<file path="src/rtl/gas_alarm_controller.sv">
// Gas alarm controller: windowed per-gas detection counters feeding a four-state
// IDLE/WARN/ALARM/SILENCED FSM with a latched alarm cause and registered outputs.
module gas_alarm_controller #(
  parameter int WINDOW = 200,
  parameter int THRESH = 3
) (
  input  logic       clk,
  input  logic       arst,
  input  logic [2:0] det,
  input  logic       ack,
  output logic [1:0] state,
  output logic       alarm,
  output logic       buzzer,
  output logic [1:0] alarm_src,
  output logic [3:0] ch4_cnt,
  output logic [3:0] co_cnt
);

  typedef enum logic [1:0] {
    IDLE     = 2'b00,
    WARN     = 2'b01,
    ALARM    = 2'b10,
    SILENCED = 2'b11
  } state_t;

  localparam logic [7:0] WRAP_C   = 8'(WINDOW - 1);
  localparam logic [3:0] THRESH_C = 4'(THRESH);

  state_t     state_r, state_s;
  logic [7:0] win_cnt_r, win_cnt_s;
  logic [3:0] ch4_cnt_r, co_cnt_r;
  logic [3:0] ch4_inc_s, co_inc_s, ch4_next_s, co_next_s;
  logic [1:0] alarm_src_r, alarm_src_s;
  logic [1:0] over_s, hit_s;
  logic       alarm_r, buzzer_r;
  logic       wrap_s, quiet_s;

  function automatic logic [3:0] sat_inc(input logic [3:0] cnt, input logic hit);
    if (hit && (cnt != 4'd15)) begin
      return cnt + 4'd1;
    end else begin
      return cnt;
    end
  endfunction

  // Window position, per-gas counter updates and threshold qualification
  always_comb begin
    wrap_s     = (win_cnt_r == WRAP_C);
    win_cnt_s  = wrap_s ? 8'd0 : win_cnt_r + 8'd1;
    ch4_inc_s  = sat_inc(ch4_cnt_r, det[0]);
    co_inc_s   = sat_inc(co_cnt_r, det[1]);
    // A wrap restarts each count, keeping only a pulse that lands in the wrap cycle
    ch4_next_s = wrap_s ? {3'b000, det[0]} : ch4_inc_s;
    co_next_s  = wrap_s ? {3'b000, det[1]} : co_inc_s;
    quiet_s    = wrap_s && (ch4_cnt_r == 4'd0) && (co_cnt_r == 4'd0) && (det[1:0] == 2'b00);
    over_s     = {(co_inc_s >= THRESH_C), (ch4_inc_s >= THRESH_C)};
    hit_s      = over_s & det[1:0];
  end

  // Next-state and alarm-cause logic
  always_comb begin
    state_s     = state_r;
    alarm_src_s = alarm_src_r;
    case (state_r)
      IDLE: begin
        if (det[1:0] != 2'b00) begin
          state_s = WARN;
        end else begin
          state_s = IDLE;
        end
      end
      WARN: begin
        if (hit_s != 2'b00) begin
          state_s     = ALARM;
          alarm_src_s = over_s;
        end else if (quiet_s) begin
          state_s = IDLE;
        end else begin
          state_s = WARN;
        end
      end
      ALARM: begin
        // Acknowledge wins over a detection arriving in the same cycle
        if (ack) begin
          state_s = SILENCED;
        end else begin
          state_s = ALARM;
        end
      end
      SILENCED: begin
        if (det[1:0] != 2'b00) begin
          state_s     = ALARM;
          alarm_src_s = alarm_src_r | det[1:0];
        end else if (quiet_s) begin
          state_s     = IDLE;
          alarm_src_s = 2'b00;
        end else begin
          state_s = SILENCED;
        end
      end
      default: begin
        state_s     = IDLE;
        alarm_src_s = 2'b00;
      end
    endcase
  end

  // State, counters and registered outputs
  always_ff @(posedge clk) begin
    if (arst) begin
      state_r     <= IDLE;
      win_cnt_r   <= 8'd0;
      ch4_cnt_r   <= 4'd0;
      co_cnt_r    <= 4'd0;
      alarm_src_r <= 2'b00;
      alarm_r     <= 1'b0;
      buzzer_r    <= 1'b0;
    end else begin
      state_r     <= state_s;
      win_cnt_r   <= win_cnt_s;
      ch4_cnt_r   <= ch4_next_s;
      co_cnt_r    <= co_next_s;
      alarm_src_r <= alarm_src_s;
      alarm_r     <= (state_s == ALARM) || (state_s == SILENCED);
      buzzer_r    <= (state_s == ALARM);
    end
  end

  assign state     = state_r;
  assign alarm     = alarm_r;
  assign buzzer    = buzzer_r;
  assign alarm_src = alarm_src_r;
  assign ch4_cnt   = ch4_cnt_r;
  assign co_cnt    = co_cnt_r;

endmodule

</file>
<file path="config.mk">
export PLATFORM = sky130hd
export DESIGN_NAME = gas_alarm_controller
export DESIGN_NICKNAME = d
export VERILOG_FILES = /design/src/rtl/gas_alarm_controller.sv
export SDC_FILE = /design/constraint.sdc
export NUM_CORES = 1
export LEC_CHECK = 0
export ABC_AREA = 0
export CAP_MARGIN = 20
export CORE_UTILIZATION = 45
export DETAILED_ROUTE_END_ITERATION = 12
export MAX_ROUTING_LAYER = met4
export PLACE_DENSITY = 0.69
export SLEW_MARGIN = 20
export SYNTH_ARGS = -nofsm -noshare
export SYNTH_HDL_FRONTEND = slang
export SYNTH_SLANG_ARGS = --single-unit
</file>
<file path="constraint.sdc">
create_clock -name clk -period 2.4 [get_ports clk]
set_input_delay 0.6 -clock clk [delete_from_list [all_inputs] [get_ports clk]]
set_output_delay 0.6 -clock clk [all_outputs]
set_load 0.02 [all_outputs]
</file>
After elaboration in Yosys (flattened, before gate mapping)
Cells that the tools add are included.

Register bits after elaboration: 22. Bits in read-only memories: 0. Output and inout bits: 14. Input port bits: 6. Latch bits: 0. Memories kept: 0. Memory bits (writable): 0.

$mul: 0. $add $sub $neg: 3. $lt $le $gt $ge: 2. Eq/ne operators: 10. Div/mod/pow operators: 0. Shifts and indexed selects: 0. Bitwise gates (word level): 2. Muxes and demuxes: 15. Reductions and logical operators: 15.

Operators with widths (count): 2-bit two-way mux (6); 4-bit by 1-bit adder with 4-bit output, second input constant (2); 8-bit by 1-bit adder with 8-bit output, second input constant (1); 2-bit == test, second input constant (4); 8-bit == test, second input constant (1); 4-bit by 2-bit >= comparator with 1-bit output, second input constant (2); 4-bit zero test (2); 4-bit two-way mux (2); 4-bit != test, second input constant (2); 2-bit case mux with 4 select lines (1); 2-bit nonzero test (3); 1-bit logical AND (5); 1-bit two-way mux (5); 2-bit zero test (2); 2-bit case mux with 2 select lines (1); 3-bit != test, second input constant (1); 3-bit AND reduction (1); 2-bit AND (1); 2-bit by 1-bit == test with 1-bit output, second input constant (1); 2-bit != test, second input constant (1); 2-bit OR (1); 2-bit OR reduction (1); 1-bit logical OR (1).

Longest topological paths before layout
Gate-level depths: netlist of run 1.

Word-level depth: 10. Gate-level depth with buffers: 7. Depth with buffers taken out: 7.

Worst setup path after synthesis of run 1
Ideal clock, no wire load.

Path type: register -> register. Start point: reg ch4_cnt_r[0] (netlist: ch4_cnt[0]). End point: reg buzzer_r (netlist: buzzer). Setup time: 0.115 ns. Path slack: 0.413 ns. Cell stages (with the launch flop): 8. Buffers on the path: 0. Data arrival time: 1.872 ns. Clock period less this slack: 1.987 ns. Path through: dfxtp_1 > ha_1 > and4b_1 > o2bb2ai_1 > a22o_1 > a221oi_2 > a311oi_1 > and3_1.

Longest elaborated chain between the ends: 9. Elaborated cells between the ends (all ways): 17.

RTL lines: from (decl) (line 31) `logic [3:0] ch4_cnt_r, co_cnt_r;`; from (signal assigned) (line 121) `ch4_cnt_r <= ch4_next_s;`; parallel branches: the longest is 7 deep, another holds 4-bit by 1-bit adder with 4-bit output; 2-bit case mux with 4 select lines (*) (line 64) `case (state_r)`; 2-bit == test (*) (line 125) `buzzer_r <= (state_s == ALARM);`; to (signal assigned) (line 125); to (decl) (line 35) `logic alarm_r, buzzer_r;`.

Mark *: on every way between the ends. A chain may end at the register's enable or synchronous reset.

Worst setup path after layout of run 1
Start point: in det[0]. End point: reg buzzer_r (netlist: buzzer).

Longest elaborated chain between the ends: 8. Elaborated cells between the ends (all ways): 15.

RTL lines: from (decl) (line 9) `input logic [2:0] det,`; 1-bit logical AND (line 39) `if (hit && (cnt != 4'd15)) begin`; 4-bit two-way mux (line 39); 4-bit by 2-bit >= comparator with 1-bit output (line 56) `over_s = {(co_inc_s >= THRESH_C), (ch4_inc_s >= THRESH_C)};`; 2-bit AND (line 57) `hit_s = over_s & det[1:0];`; 2-bit nonzero test (line 73) `if (hit_s != 2'b00) begin`; 2-bit two-way mux (line 73); 2-bit case mux with 4 select lines (*) (line 64); 2-bit == test (*) (line 125).

Every way passes the cells marked *; elsewhere a longest branch is shown, timed or not.

==> impl_metrics.xml, run 1 <==
<?xml version="1.0" encoding="UTF-8"?>
<metrics>
  <group name="outcome">
    <metric name="outcome" unit="">completed</metric>
  </group>
  <group name="run">
    <metric name="max_cap_viol_count" unit="">0</metric>
  </group>
  <group name="layout">
    <metric name="summed_area_of_non_filler_cells_in_the_final_layout" unit="um^2">1450</metric>
    <metric name="post_route_cells_drive_above_1_share" unit="%">13.94</metric>
    <metric name="layout-area-overhead-vs-synth" unit="%">21.62</metric>
    <metric name="antennaDiodeCount" unit="">0</metric>
    <metric name="fillCellCount" unit="">233</metric>
    <metric name="fin_nets" unit="">177</metric>
    <metric name="layout.cells.non_filler" unit="">195</metric>
    <metric name="mostFrequentLayoutCell" unit="">dfxtp_1</metric>
    <metric name="layout.cells.most_common_list" unit="">dfxtp_1 (21), clkdlybuf4s50_1 (18), nor2_1 (16)</metric>
  </group>
  <group name="sta">
    <metric name="period_share" unit="%">90.73</metric>
    <metric name="rsz0062_at_grt" unit="">false</metric>
    <metric name="final_max_slew_viol_count" unit="">0</metric>
    <metric name="timing_hold_violations_final" unit="">0</metric>
    <metric name="tightestPinTransition" unit="ns">0.4508</metric>
    <metric name="fin_skew" unit="ns">0.004217</metric>
    <metric name="slew-limit-headroom" unit="%">69.95</metric>
    <metric name="min_period" unit="ns">2.178</metric>
    <metric name="setup-violations-final" unit="">0</metric>
    <metric name="maximum_clock_frequency" unit="MHz">459.2</metric>
  </group>
  <group name="drt">
    <metric name="met3WireLength" unit="um">92</metric>
    <metric name="antenna_violating_nets_left" unit="">0</metric>
    <metric name="wire_per_inst" unit="um">11.71</metric>
    <metric name="drt_first_pass_iters" unit="">4</metric>
    <metric name="routed_wirelength" unit="um">2283</metric>
    <metric name="wirelength_met1" unit="um">1075</metric>
    <metric name="detail_route.iter0.violations" unit="">20</metric>
    <metric name="met2_wire_len" unit="um">1081</metric>
    <metric name="drc" unit="">0</metric>
    <metric name="via_count" unit="">1064</metric>
    <metric name="highest_routed_layer" unit="">met4</metric>
    <metric name="viasPerCell" unit="">5.456</metric>
  </group>
  <group name="grt">
    <metric name="gr-usage-all-layers" unit="%">19.44</metric>
    <metric name="globalRoute.totalOverflow" unit="">0</metric>
    <metric name="grt_max_degree" unit="">14</metric>
    <metric name="number_of_antenna_violations_at_the_first_check_in_global_routing" unit="">0</metric>
    <metric name="global_route_wire_length_before_repair" unit="um">3836</metric>
    <metric name="first_global_vias" unit="">922</metric>
  </group>
  <group name="setup_path">
    <metric name="crit_chain" unit="">clkdlybuf4s50_1 -&gt; nand3_1 -&gt; or3_1 -&gt; a22o_1 -&gt; a221oi_2 -&gt; a311oi_1 -&gt; and3_1</metric>
    <metric name="timing.critical_path.slowest_cell_delay" unit="ns">0.52</metric>
    <metric name="critical_path.startpoint_type" unit="">input pin</metric>
    <metric name="worstPathArrival" unit="ns">2.40</metric>
    <metric name="worst_setup_path_end_kind" unit="">flip-flop</metric>
    <metric name="timing.reg2reg.worst_path_depth" unit="">7</metric>
    <metric name="cp.required" unit="ns">2.63</metric>
    <metric name="timing_worst_setup_path_type" unit="">in -&gt; reg</metric>
    <metric name="crit_fanout" unit="">5</metric>
    <metric name="critPathCapture" unit="">buzzer$_SDFF_PP0_</metric>
    <metric name="worst_path_max_delay_cell" unit="">clkdlybuf4s50_1</metric>
    <metric name="worstReg2RegEnd" unit="">alarm_src[0]$_SDFFE_PP0P_</metric>
    <metric name="timing.critical_path.depth" unit="">7</metric>
    <metric name="critPathBufInv" unit="">1</metric>
    <metric name="worstSetupStartpoint" unit="">det[0]</metric>
    <metric name="timing.rr.start" unit="">win_cnt_r[0]$_SDFF_PP0_</metric>
    <metric name="rrSetupSlack" unit="ns">0.29</metric>
    <metric name="critical_path.top_delay_family" unit="">compound AO/OA/AOI/OAI gates</metric>
  </group>
  <group name="yosys">
    <metric name="seq_area_frac_synth" unit="%">35.26</metric>
    <metric name="ys_warnings" unit="">0</metric>
    <metric name="syn_area" unit="um^2">1192</metric>
    <metric name="syn_inst" unit="">140</metric>
    <metric name="ys_ff_latch" unit="">21</metric>
    <metric name="synth_edf_count" unit="">0</metric>
    <metric name="synthesized_nets" unit="">151</metric>
    <metric name="ys_dominant_reg_cell" unit="">dfxtp_1</metric>
    <metric name="synthArstFlopShare" unit="%">0</metric>
    <metric name="syn_area_per_cell" unit="um^2">8.517</metric>
    <metric name="ys_types" unit="">39</metric>
  </group>
  <group name="cts">
    <metric name="clockRootBuffer" unit="">clkbuf_4</metric>
    <metric name="htreeDepth" unit="">1</metric>
    <metric name="cts.path.max_buffers" unit="">2</metric>
    <metric name="postCtsSetupBuffers" unit="">0</metric>
    <metric name="cts-resized-gates" unit="">0</metric>
    <metric name="clkSinkCount" unit="">21</metric>
    <metric name="cts_hold_repair.buffers" unit="">0</metric>
    <metric name="cts_tree" unit="">built</metric>
    <metric name="clock_latency" unit="ns">0.31</metric>
    <metric name="clock_buffers_created_by_tritoncts" unit="">3</metric>
    <metric name="clk_pin_slew" unit="ns">0.12</metric>
  </group>
  <group name="placed_design">
    <metric name="post_dp_cell_area" unit="um^2">1420</metric>
    <metric name="dp_hpwl" unit="um">1681</metric>
    <metric name="port_buffers" unit="">18</metric>
    <metric name="globalplace.congestion" unit="">0.7986</metric>
    <metric name="placed_cells_incl_taps" unit="">191</metric>
  </group>
  <group name="floorplanning">
    <metric name="floorplan.rows" unit="">18</metric>
    <metric name="die_height" unit="um">53.48</metric>
    <metric name="initial_util" unit="%">47.70</metric>
    <metric name="die-width" unit="um">53.48</metric>
    <metric name="fp.coreArea" unit="um^2">2500</metric>
    <metric name="die_area" unit="um^2">2860</metric>
    <metric name="design.portCount" unit="">20</metric>
  </group>
  <group name="power_and_ir_drop">
    <metric name="p_per_area" unit="nW/um^2">491.5</metric>
    <metric name="static-leakage-power" unit="nW">0.5209</metric>
    <metric name="power" unit="mW">0.7128</metric>
    <metric name="ir_drop" unit="uV">422.8</metric>
  </group>
  <group name="hold_path">
    <metric name="hold_path_class" unit="">reg -&gt; reg</metric>
  </group>
</metrics>
how the worst min path moves through the flow:
stage,from,endpoint,slack [ns],cells past startpoint
after floorplan,win_cnt_r[0]$_SDFF_PP0_,win_cnt_r[0]$_SDFF_PP0_,0.41,1
after global placement,win_cnt_r[0]$_SDFF_PP0_,win_cnt_r[0]$_SDFF_PP0_,0.43,1
after detailed placement,win_cnt_r[0]$_SDFF_PP0_,win_cnt_r[0]$_SDFF_PP0_,0.44,1
after CTS,win_cnt_r[0]$_SDFF_PP0_,win_cnt_r[0]$_SDFF_PP0_,0.46,1
after global routing,win_cnt_r[0]$_SDFF_PP0_,win_cnt_r[0]$_SDFF_PP0_,0.47,1
final,win_cnt_r[0]$_SDFF_PP0_,win_cnt_r[0]$_SDFF_PP0_,0.45,1
cell usage after synthesis, types with 2 or more instances:
| cell | n | area, um^2 |
|---|---|---|
| mux2i_1 | 2 | 20.02 |
| inv_1 | 7 | 26.28 |
| buf_4 | 2 | 15.01 |
| nand3_1 | 12 | 60.06 |
| xnor2_1 | 4 | 35.03 |
| o21ai_0 | 4 | 20.02 |
| and4b_1 | 2 | 20.02 |
| xor2_1 | 4 | 35.03 |
| ha_1 | 5 | 62.56 |
| nand4_1 | 3 | 18.77 |
| or2_2 | 3 | 18.77 |
| nor3_1 | 5 | 25.02 |
| clkbuf_8 | 2 | 27.53 |
| o2bb2ai_1 | 2 | 17.52 |
| nor2_1 | 16 | 60.06 |
| and3_1 | 2 | 12.51 |
| dfxtp_1 | 21 | 420.4 |
| a211oi_1 | 2 | 15.01 |
| a21oi_1 | 13 | 65.06 |
| nand2_1 | 8 | 30.03 |
| or3_1 | 3 | 18.77 |
worst register-to-register path, cell delays in order, from the launching register on:
cell     delay (ns)
dfxtp_1        0.37
ha_1           0.26
nand4_1        0.11
or4_4          0.44
nor4_4         0.28
o21ai_2        0.11
or3_1          0.36
a21oi_1        0.12
report_power, final:
part	internal, mW	switching [mW]
clock network	0.0637	0.115
registers	0.364	0.0227
logic	0.0736	0.0738
total	0.501	0.212
registers in the layout, summed over array words and instances (netlist names):
register   count
state          2
co_cnt         4
ch4_cnt        4
buzzer         1
win_cnt_r      8
alarm_src      2
per-layer routing:
metal,vias up,track usage (%)
li1,551,-
met1,486,21.20
met2,22,32.50
met3,5,6.609
met4,0,7.018
met5,-,-
layout make-up:
cell class              instances  area (um^2)  area share (%)
clock buffers                   3        22.52           1.553
well taps                      30        37.54           2.588
repair buffers                 27        247.7           17.08
flip-flops and latches         21        420.4           28.99
clock inverters                 1        7.507          0.5177
inverters                       7        26.28           1.812
multi-input cells             106        688.2           47.45
through the flow:
step	util (%)	setup slack, ns	hold slack (ns)	TNS [ns]
2_1_floorplan	-	0.4128	0.4130	0
3_3_place_gp	56.81	-0.07761	0.4258	-0.1296
3_5_place_dp	56.81	-0.1171	0.4362	-0.2580
4_1_cts	58.01	0.2282	0.4558	0
5_1_grt	58.01	0.09808	0.4708	0
6_report	58.01	0.2224	0.4542	0
cell families after synthesis:
logic type	after synthesis	synth area share [%]
AND/OR/NAND/NOR	61	27.70
AO/OA/AOI/OAI	30	17.21
flip-flops	21	35.26
buffers and inverters	13	7.030
XOR/XNOR	8	5.876
adder cells (fa/ha/maj)	5	5.247
multiplexers	2	1.679
(Power assumes the default switching activity.)
==> inputs of run 2 (changes only) <==
SLEW_MARGIN = 15   (was 20)
==> results of run 2 <==
Same layout as run 1: the final DEF is identical, and so are final timing and power.
==> inputs of run 3 (changes only) <==
CORE_MARGIN = 2   (was not set)
SKIP_CTS_REPAIR_TIMING = 1   (was not set)
==> run 3 against run 2 <==
Against the previous run:
- cell count unchanged
- maximum frequency about the same
- sequential share of layout area unchanged
- highest routed layer unchanged
==> impl_metrics.xml, run 3 (same netlist as run 1, synthesis figures left out) <==
<?xml version="1.0" encoding="UTF-8"?>
<metrics>
  <group name="sta">
    <metric name="min_period" unit="ns">2.176</metric>
    <metric name="maximum_clock_frequency" unit="MHz">459.6</metric>
    <metric name="setup-violations-final" unit="">0</metric>
    <metric name="timing_hold_violations_final" unit="">0</metric>
    <metric name="period_share" unit="%">90.67</metric>
    <metric name="rsz0062_at_grt" unit="">false</metric>
    <metric name="fin_skew" unit="ns">0.003087</metric>
    <metric name="hold-worst-slack" unit="ns">0.4533</metric>
    <metric name="slew-limit-headroom" unit="%">68.80</metric>
    <metric name="tightestPinTransition" unit="ns">0.4680</metric>
    <metric name="final_max_slew_viol_count" unit="">0</metric>
  </group>
  <group name="grt">
    <metric name="grt_max_degree" unit="">14</metric>
    <metric name="number_of_antenna_violations_at_the_first_check_in_global_routing" unit="">0</metric>
    <metric name="gr-usage-all-layers" unit="%">17.92</metric>
    <metric name="globalRoute.totalOverflow" unit="">0</metric>
    <metric name="first_global_vias" unit="">1042</metric>
    <metric name="global_route_wire_length_before_repair" unit="um">4381</metric>
  </group>
  <group name="placed_design">
    <metric name="port_buffers" unit="">18</metric>
    <metric name="globalplace.congestion" unit="">0.7853</metric>
    <metric name="dp_hpwl" unit="um">1769</metric>
  </group>
  <group name="cts">
    <metric name="clkSinkCount" unit="">21</metric>
    <metric name="clock_latency" unit="ns">0.31</metric>
    <metric name="htreeDepth" unit="">1</metric>
    <metric name="cts_tree" unit="">built</metric>
    <metric name="clock_buffers_created_by_tritoncts" unit="">3</metric>
    <metric name="clk_pin_slew" unit="ns">0.13</metric>
    <metric name="cts.path.max_buffers" unit="">2</metric>
    <metric name="clockRootBuffer" unit="">clkbuf_4</metric>
  </group>
  <group name="drt">
    <metric name="routed_wirelength" unit="um">2480</metric>
    <metric name="viasPerCell" unit="">5.574</metric>
    <metric name="drt_first_pass_iters" unit="">4</metric>
    <metric name="wire_per_inst" unit="um">12.72</metric>
    <metric name="via_count" unit="">1087</metric>
    <metric name="detail_route.iter0.violations" unit="">45</metric>
    <metric name="antenna_violating_nets_left" unit="">0</metric>
    <metric name="drc" unit="">0</metric>
  </group>
  <group name="setup_path">
    <metric name="rrSetupSlack" unit="ns">0.24</metric>
    <metric name="crit_fanout" unit="">5</metric>
    <metric name="worst_setup_path_end_kind" unit="">flip-flop</metric>
    <metric name="critPathCapture" unit="">alarm_src[0]$_SDFFE_PP0P_</metric>
    <metric name="worstPathArrival" unit="ns">2.43</metric>
    <metric name="worstReg2RegEnd" unit="">alarm_src[0]$_SDFFE_PP0P_</metric>
    <metric name="cp.required" unit="ns">2.65</metric>
    <metric name="timing_worst_setup_path_type" unit="">in -&gt; reg</metric>
    <metric name="worstSetupStartpoint" unit="">det[0]</metric>
    <metric name="timing.reg2reg.worst_path_depth" unit="">7</metric>
    <metric name="timing.rr.start" unit="">ch4_cnt[0]$_SDFF_PP0_</metric>
    <metric name="critical_path.startpoint_type" unit="">input pin</metric>
  </group>
  <group name="floorplanning">
    <metric name="die-width" unit="um">55.48</metric>
    <metric name="design.portCount" unit="">20</metric>
    <metric name="die_area" unit="um^2">3077</metric>
    <metric name="floorplan.rows" unit="">18</metric>
    <metric name="initial_util" unit="%">47.70</metric>
    <metric name="die_height" unit="um">55.48</metric>
    <metric name="fp.coreArea" unit="um^2">2500</metric>
  </group>
  <group name="power_and_ir_drop">
    <metric name="p_seq_share" unit="%">53.8</metric>
    <metric name="switchingPower" unit="mW">0.2181</metric>
    <metric name="power_frac_clock" unit="%">25.4</metric>
    <metric name="power.share.switching" unit="%">30.34</metric>
    <metric name="power.internal" unit="mW">0.5008</metric>
    <metric name="power.share.combinational" unit="%">20.8</metric>
    <metric name="ir_drop" unit="uV">391.1</metric>
    <metric name="static-leakage-power" unit="nW">0.5209</metric>
    <metric name="p_per_area" unit="nW/um^2">495.8</metric>
    <metric name="power" unit="mW">0.7189</metric>
  </group>
  <group name="layout">
    <metric name="fillCellCount" unit="">221</metric>
    <metric name="top_register" unit="">win_cnt_r</metric>
    <metric name="antennaDiodeCount" unit="">0</metric>
    <metric name="largest_reg_flops" unit="">8</metric>
    <metric name="layout.cells.most_common_list" unit="">dfxtp_1 (21), clkdlybuf4s50_1 (18), nor2_1 (16)</metric>
    <metric name="final-seq-area" unit="um^2">420.4</metric>
    <metric name="mostFrequentLayoutCell" unit="">dfxtp_1</metric>
    <metric name="post_route_cells_drive_above_1_share" unit="%">13.94</metric>
    <metric name="fin_nets" unit="">177</metric>
    <metric name="multiInputGateArea" unit="um^2">688.2</metric>
    <metric name="layout-area-overhead-vs-synth" unit="%">21.62</metric>
  </group>
  <group name="hold_path">
    <metric name="hold_path_class" unit="">reg -&gt; reg</metric>
  </group>
  <group name="run">
    <metric name="max_cap_viol_count" unit="">0</metric>
  </group>
  <group name="outcome">
    <metric name="outcome" unit="">completed</metric>
  </group>
</metrics>
## run 3: cell counts in the layout (fill, tap and decap cells not counted)
Identical to the previous run, type by type.
## run 3: metal layers
layer	global-route usage (%)	routed length, um	vias up	part of all wire [%]
met2	29.25	1198	24	48
li1	-	-	548	-
met1	20.98	1139	513	46
met4	7.666	26	0	1.0
met5	-	0	-	0
met3	4.215	115	2	4.6
## run 3: worst min-delay path by stage
| stage | start | to | slack (ns) | cells after the start |
|---|---|---|---|---|
| finish | win_cnt_r[0]$_SDFF_PP0_ | win_cnt_r[0]$_SDFF_PP0_ | 0.45 | 1 |
| global route | win_cnt_r[0]$_SDFF_PP0_ | win_cnt_r[0]$_SDFF_PP0_ | 0.47 | 1 |
| CTS | win_cnt_r[0]$_SDFF_PP0_ | win_cnt_r[0]$_SDFF_PP0_ | 0.46 | 1 |
| detailed placement | win_cnt_r[0]$_SDFF_PP0_ | win_cnt_r[0]$_SDFF_PP0_ | 0.44 | 1 |
| global placement | win_cnt_r[0]$_SDFF_PP0_ | win_cnt_r[0]$_SDFF_PP0_ | 0.43 | 1 |
| floorplan | win_cnt_r[0]$_SDFF_PP0_ | win_cnt_r[0]$_SDFF_PP0_ | 0.41 | 1 |
## run 3: final cells by class
type                            instances  area share, %
Clock buffer                            3          1.553
Clock inverter                          1         0.5177
Inverter                                7          1.812
Multi-Input combinational cell        106          47.45
Sequential cell                        21          28.99
Tap cell                               30          2.588
Timing Repair Buffer                   27          17.08
## run 3: power groups by stage
stage	combinational (mW)	clock, mW	sequential [mW]
after CTS	0.150	0.187	0.387
after detailed placement	0.149	0	0.394
after floorplan	0.0896	0	0.401
after global routing	0.166	0.202	0.390
final	0.150	0.182	0.387
after global placement	0.147	0	0.393
## run 3: worst max-delay path, stage by stage
cell and delay (ns):
clkdlybuf4s50_1 0.51, nand3_1 0.08, or3_1 0.32, a22o_1 0.23, a221oi_2 0.37, o21ai_0 0.16, a21oi_1 0.16
## run 3: metrics by stage
stage	utilization (%)	instance area (um^2)	setup WS (ns)	setup TNS, ns	instances
5_1_grt	58.01	1450	0.02684	0	195
2_1_floorplan	-	1192	0.4128	0	140
4_1_cts	58.01	1450	0.2359	0	195
3_5_place_dp	56.81	1420	-0.1044	-0.2681	191
3_3_place_gp	56.81	1420	-0.05952	-0.08889	191
6_report	58.01	1450	0.2240	0	195
==> variant 1, RTL diff (settings of run 2) <==
Put one more register stage on the output `co_cnt`, without a reset. The value now appears one clock later. The other outputs are not delayed to match.
--- a/src/rtl/gas_alarm_controller.sv
+++ b/src/rtl/gas_alarm_controller.sv
@@ -131,7 +131,9 @@
   assign buzzer    = buzzer_r;
   assign alarm_src = alarm_src_r;
   assign ch4_cnt   = ch4_cnt_r;
-  assign co_cnt    = co_cnt_r;
+  always_ff @(posedge clk) begin
+    co_cnt <= co_cnt_r;
+  end
 
 endmodule
 
Behaviour: not the same (a bounded check fails within 4 cycles, from zero or initial values and one cycle with arst high).
==> variant 1 against run 2 <==
Global-route usage decreased by 0.55 points; worst setup slack got worse by 0.072 ns; area after synthesis increased by 8.7%; sequential cell count rose by 4; wire length up 18%; sequential share of layout area grew 3.0 points; power is 20% higher; design area rose by 7.8%; utilization decreased by 0.85 points; largest cell class unchanged.
==> variant 1: results (changes against run 2) <==
metric,value,unit,change
Sw Share,0.306,,was 0.297
met3 WL,104,um,was 92 um
layout cells sized above 1,0.126,,was 0.139
Signal buf overhead,0.159,,was 0.171
gr usage total,0.189,,was 0.194
TAP cells,31,,was 30
seq pwr,0.000459,W,was 0.000386 W
Net Sw Power,0.000262,W,was 0.000212 W
Hold Path End,co_cnt[1],,was win_cnt_r[0]
post-synthesis sequential area ratio,0.386,,was 0.353
Placed Cells,201,,was 191
Crit Path Max Fanout,7,,was 5
post-synthesis net count,159,,was 151
detailed-route via count,1156,,was 1064
DR iter-0 viols,45,,was 20
M2 GR Usage,0.320,,was 0.325
final std cells w/o fill,205,,was 195
largest cells by area after synthesis,"dfxtp_1 (39%), nor2_1 (4.9%), ha_1 (4.8%)",,"was dfxtp_1 (35%), a21oi_1 (5.5%), ha_1 (5.2%)"
Clock group,0.000202,W,was 0.000179 W
nets,186,,was 177
clock slew at reported path FFs,0.15,ns,was 0.12 ns
Fin Hold WS,0.416,ns,was 0.454 ns
Worst-Skew Late Latency,0.34,ns,was 0.31 ns
critical register-to-register path endpoint,alarm_src[1],,was alarm_src[0]
sequential cell area share,0.320,,was 0.290
Non-clk invs,12,,was 7
Mean Syn Cell Area,8.76,sq um,was 8.52 sq um
status,"finished, final reports clean",,unchanged
# fillers,263,,was 233
vias in the first global route,1080,,was 922
Pleak,0.609,nW,was 0.521 nW
WL final,2710,um,was 2280 um
post-synth cell types,41,,was 39
flip-flop and latch count,25,,was 21
Tightest Pin Transition,0.598,ns,was 0.451 ns
pre-CTS setup slack,0.165,ns,was -0.117 ns
min-delay src,co_cnt_r[1],,was win_cnt_r[0]
top sig layer,met4,,unchanged
met2 wire length,1300,um,was 1080 um
DP Wirelength,2050,um,was 1680 um
critical path's slowest cell,a2111oi_0,,was clkdlybuf4s50_1
hold path depth,0,,was 1
worst reg-to-reg path cell count,5,,was 7
first-pass GRT wire length,4520,um,was 3840 um
metal1 wirelength,1250,um,was 1080 um
Final Instance Area,0.00156,sq mm,was 0.00145 sq mm
footprint of the multi-input gates,701,sq um,was 688 sq um
Critical Path AT,2.50,ns,was 2.40 ns
met3 Track Usage GR,0.0209,,was 0.0661
R2R Path Start,co_cnt_r[0],,was win_cnt_r[0]
routability cong.,0.856,,was 0.799
Max Clock Skew,0.00719,ns,was 0.00422 ns
top cells by instance count after synthesis,"dfxtp_1 (25), nor2_1 (17), inv_1 (12)",,"was dfxtp_1 (21), nor2_1 (16), a21oi_1 (13)"
"setup slack, reg-to-reg",0.15,ns,was 0.29 ns
## variant 1: how the worst max path moves through the flow
| stage | slack [ns] | start | to |
|---|---|---|---|
| after floorplan | 0.19 | ch4_cnt[0] | alarm_src[1] |
| after global placement | 0.21 | ch4_cnt[1] | alarm_src[1] |
| after detailed placement | 0.16 | ch4_cnt[1] | alarm_src[1] |
| after CTS | 0.15 | ch4_cnt[1] | alarm_src[1] |
| after global routing | 0.005 | co_cnt_r[0] | alarm_src[1] |
| final | 0.15 | co_cnt_r[0] | alarm_src[1] |
## variant 1: cell families (layout without fill, tap and decap cells)
group           Yosys count  count (layout)  synth area share
fa+ha+maj                 5               5            0.0483
xor+xnor                  8               8            0.0540
mux                       1               1           0.00772
compound gates           35              35             0.203
flops                    25              25             0.386
simple gates             57              57             0.228
buf+inv                  17              43            0.0734
==> variant 2, RTL diff (config.mk and constraints of run 2) <==
Made on the original files. Change the parameter `WINDOW` from 200 to 128.
--- a/src/rtl/gas_alarm_controller.sv
+++ b/src/rtl/gas_alarm_controller.sv
@@ -1,7 +1,7 @@
 // Gas alarm controller: windowed per-gas detection counters feeding a four-state
 // IDLE/WARN/ALARM/SILENCED FSM with a latched alarm cause and registered outputs.
 module gas_alarm_controller #(
-  parameter int WINDOW = 200,
+  parameter int WINDOW = 128,
   parameter int THRESH = 3
 ) (
   input  logic       clk,
Formal check against the unedited RTL: no difference found for any inputs over 10 cycles, from zero or initial values and one cycle with arst high; that may be too few to reach the edited logic, so the function may still have changed.
==> variant 2 against run 2 <==
Clock skew down 0.00067 ns; worst setup slack worse by 0.015 ns; via count up 7.2%; sequential cell count unchanged; critical path type is now flop to flop; area after synthesis up 5.0%; highest routed layer unchanged; final cell count up 3.6%; largest power group unchanged; wire length up 16%; power up 3.7%; design area up 2.4%; sequential share of layout area down 0.68 points.
==> variant 2: results (changes against run 2) <==
metric,value,unit,change
layout cells sized above 1,0.0988,,was 0.139
Logic pwr share,0.232,,was 0.207
initial antenna violation count,0,,unchanged
top cells by instance count after synthesis,"dfxtp_1 (21), nor2_1 (18), nand2_1 (13)",,"was dfxtp_1 (21), nor2_1 (16), a21oi_1 (13)"
"setup slack, reg-to-reg",0.21,ns,was 0.29 ns
met2 wire length,1210,um,was 1080 um
Tightest Pin Transition,0.358,ns,was 0.451 ns
largest cells by area after synthesis,"dfxtp_1 (34%), nor2_1 (5.4%), ha_1 (5.0%)",,"was dfxtp_1 (35%), a21oi_1 (5.5%), ha_1 (5.2%)"
metal1 wirelength,1340,um,was 1080 um
gr usage total,0.210,,was 0.194
Hold Crit Class,flop to flop,,unchanged
met3 WL,75,um,was 92 um
top sig layer,met4,,unchanged
M2 GR Usage,0.347,,was 0.325
Critical Path End,alarm_src[1],,was buzzer
Pleak,0.540,nW,was 0.521 nW
Worst path top cell family by delay,simple AND/OR/NAND/NOR gates,,was compound AO/OA/AOI/OAI gates
seq pwr,0.000391,W,was 0.000386 W
Logic power comb,0.000172,W,was 0.000147 W
routability cong.,0.837,,was 0.799
first-pass GRT wire length,4420,um,was 3840 um
critical path's slowest cell,dfxtp_1,,was clkdlybuf4s50_1
# fillers,261,,was 233
WL final,2660,um,was 2280 um
post-synthesis net count,165,,was 151
DR iter-0 viols,35,,was 20
status,"finished, final reports clean",,unchanged
Max Clock Skew,0.00354,ns,was 0.00422 ns
Crit Path Max Fanout,8,,was 5
DP Wirelength,1950,um,was 1680 um
Root Buffer,clkbuf_4,,unchanged
Synth async-reset ratio,0,,unchanged
Worst path max stage delay,0.49,ns,was 0.52 ns
Placed Cells,198,,was 191
vias in the first global route,1014,,was 922
post-synth cell types,45,,was 39
nets,184,,was 177
maximum VDD drop,0.445,mV,was 0.423 mV
Hold Path End,win_cnt_r[0],,unchanged
Avg WL per Cell,13.2,um,was 11.7 um
met1 Track Usage GR,0.265,,was 0.212
max reg flops,8,,unchanged
clock slew at reported path FFs,0.13,ns,
largest net degree at the start of global routing,13,,was 14
detailed-route via count,1141,,was 1064
Pwr top,registers,,unchanged
cts repair resizes,0,,unchanged
Crit. Startpoint,co_cnt[0],,was det[0]
met3 Track Usage GR,0.0250,,was 0.0661
H-tree Lvls,1,,unchanged
setup bufs post-CTS,0,,unchanged
largest reg by FF count,win_cnt_r,,unchanged
port bufs,18,,unchanged
post-synthesis sequential area ratio,0.336,,was 0.353
Net Sw Power,0.000229,W,was 0.000212 W
Fin Hold WS,0.485,ns,was 0.454 ns
Critical Path AT,2.41,ns,
post-synthesis cell count,154,,was 140
==> variant 2: final cells by class <==
| cell class | instances | area share |
|---|---|---|
| repair buffers | 22 | 0.142 |
| clock inverters | 1 | 0.00337 |
| well taps | 30 | 0.0253 |
| clock buffers | 3 | 0.0152 |
| multi-input cells | 116 | 0.509 |
| inverters | 9 | 0.0227 |
| flip-flops and latches | 21 | 0.283 |
==> variant 2: logic make-up after synthesis <==
family,after synthesis,share of synthesized area
multiplexers,4,0.0360
buffers and inverters,17,0.0609
flip-flops,21,0.336
AO/OA/AOI/OAI,36,0.204
XOR/XNOR,6,0.0420
adder cells (fa/ha/maj),5,0.0500
AND/OR/NAND/NOR,65,0.272
==> variant 2: through the flow <==
step                      cell area, sq um  worst slack, ns  utilization
after floorplan                       1250            0.274            -
after global placement                1460           0.0849        0.573
after detailed placement              1460           0.0857        0.573
after CTS                             1490            0.211        0.584
after global routing                  1490           0.0824        0.584
final                                 1490            0.207        0.584
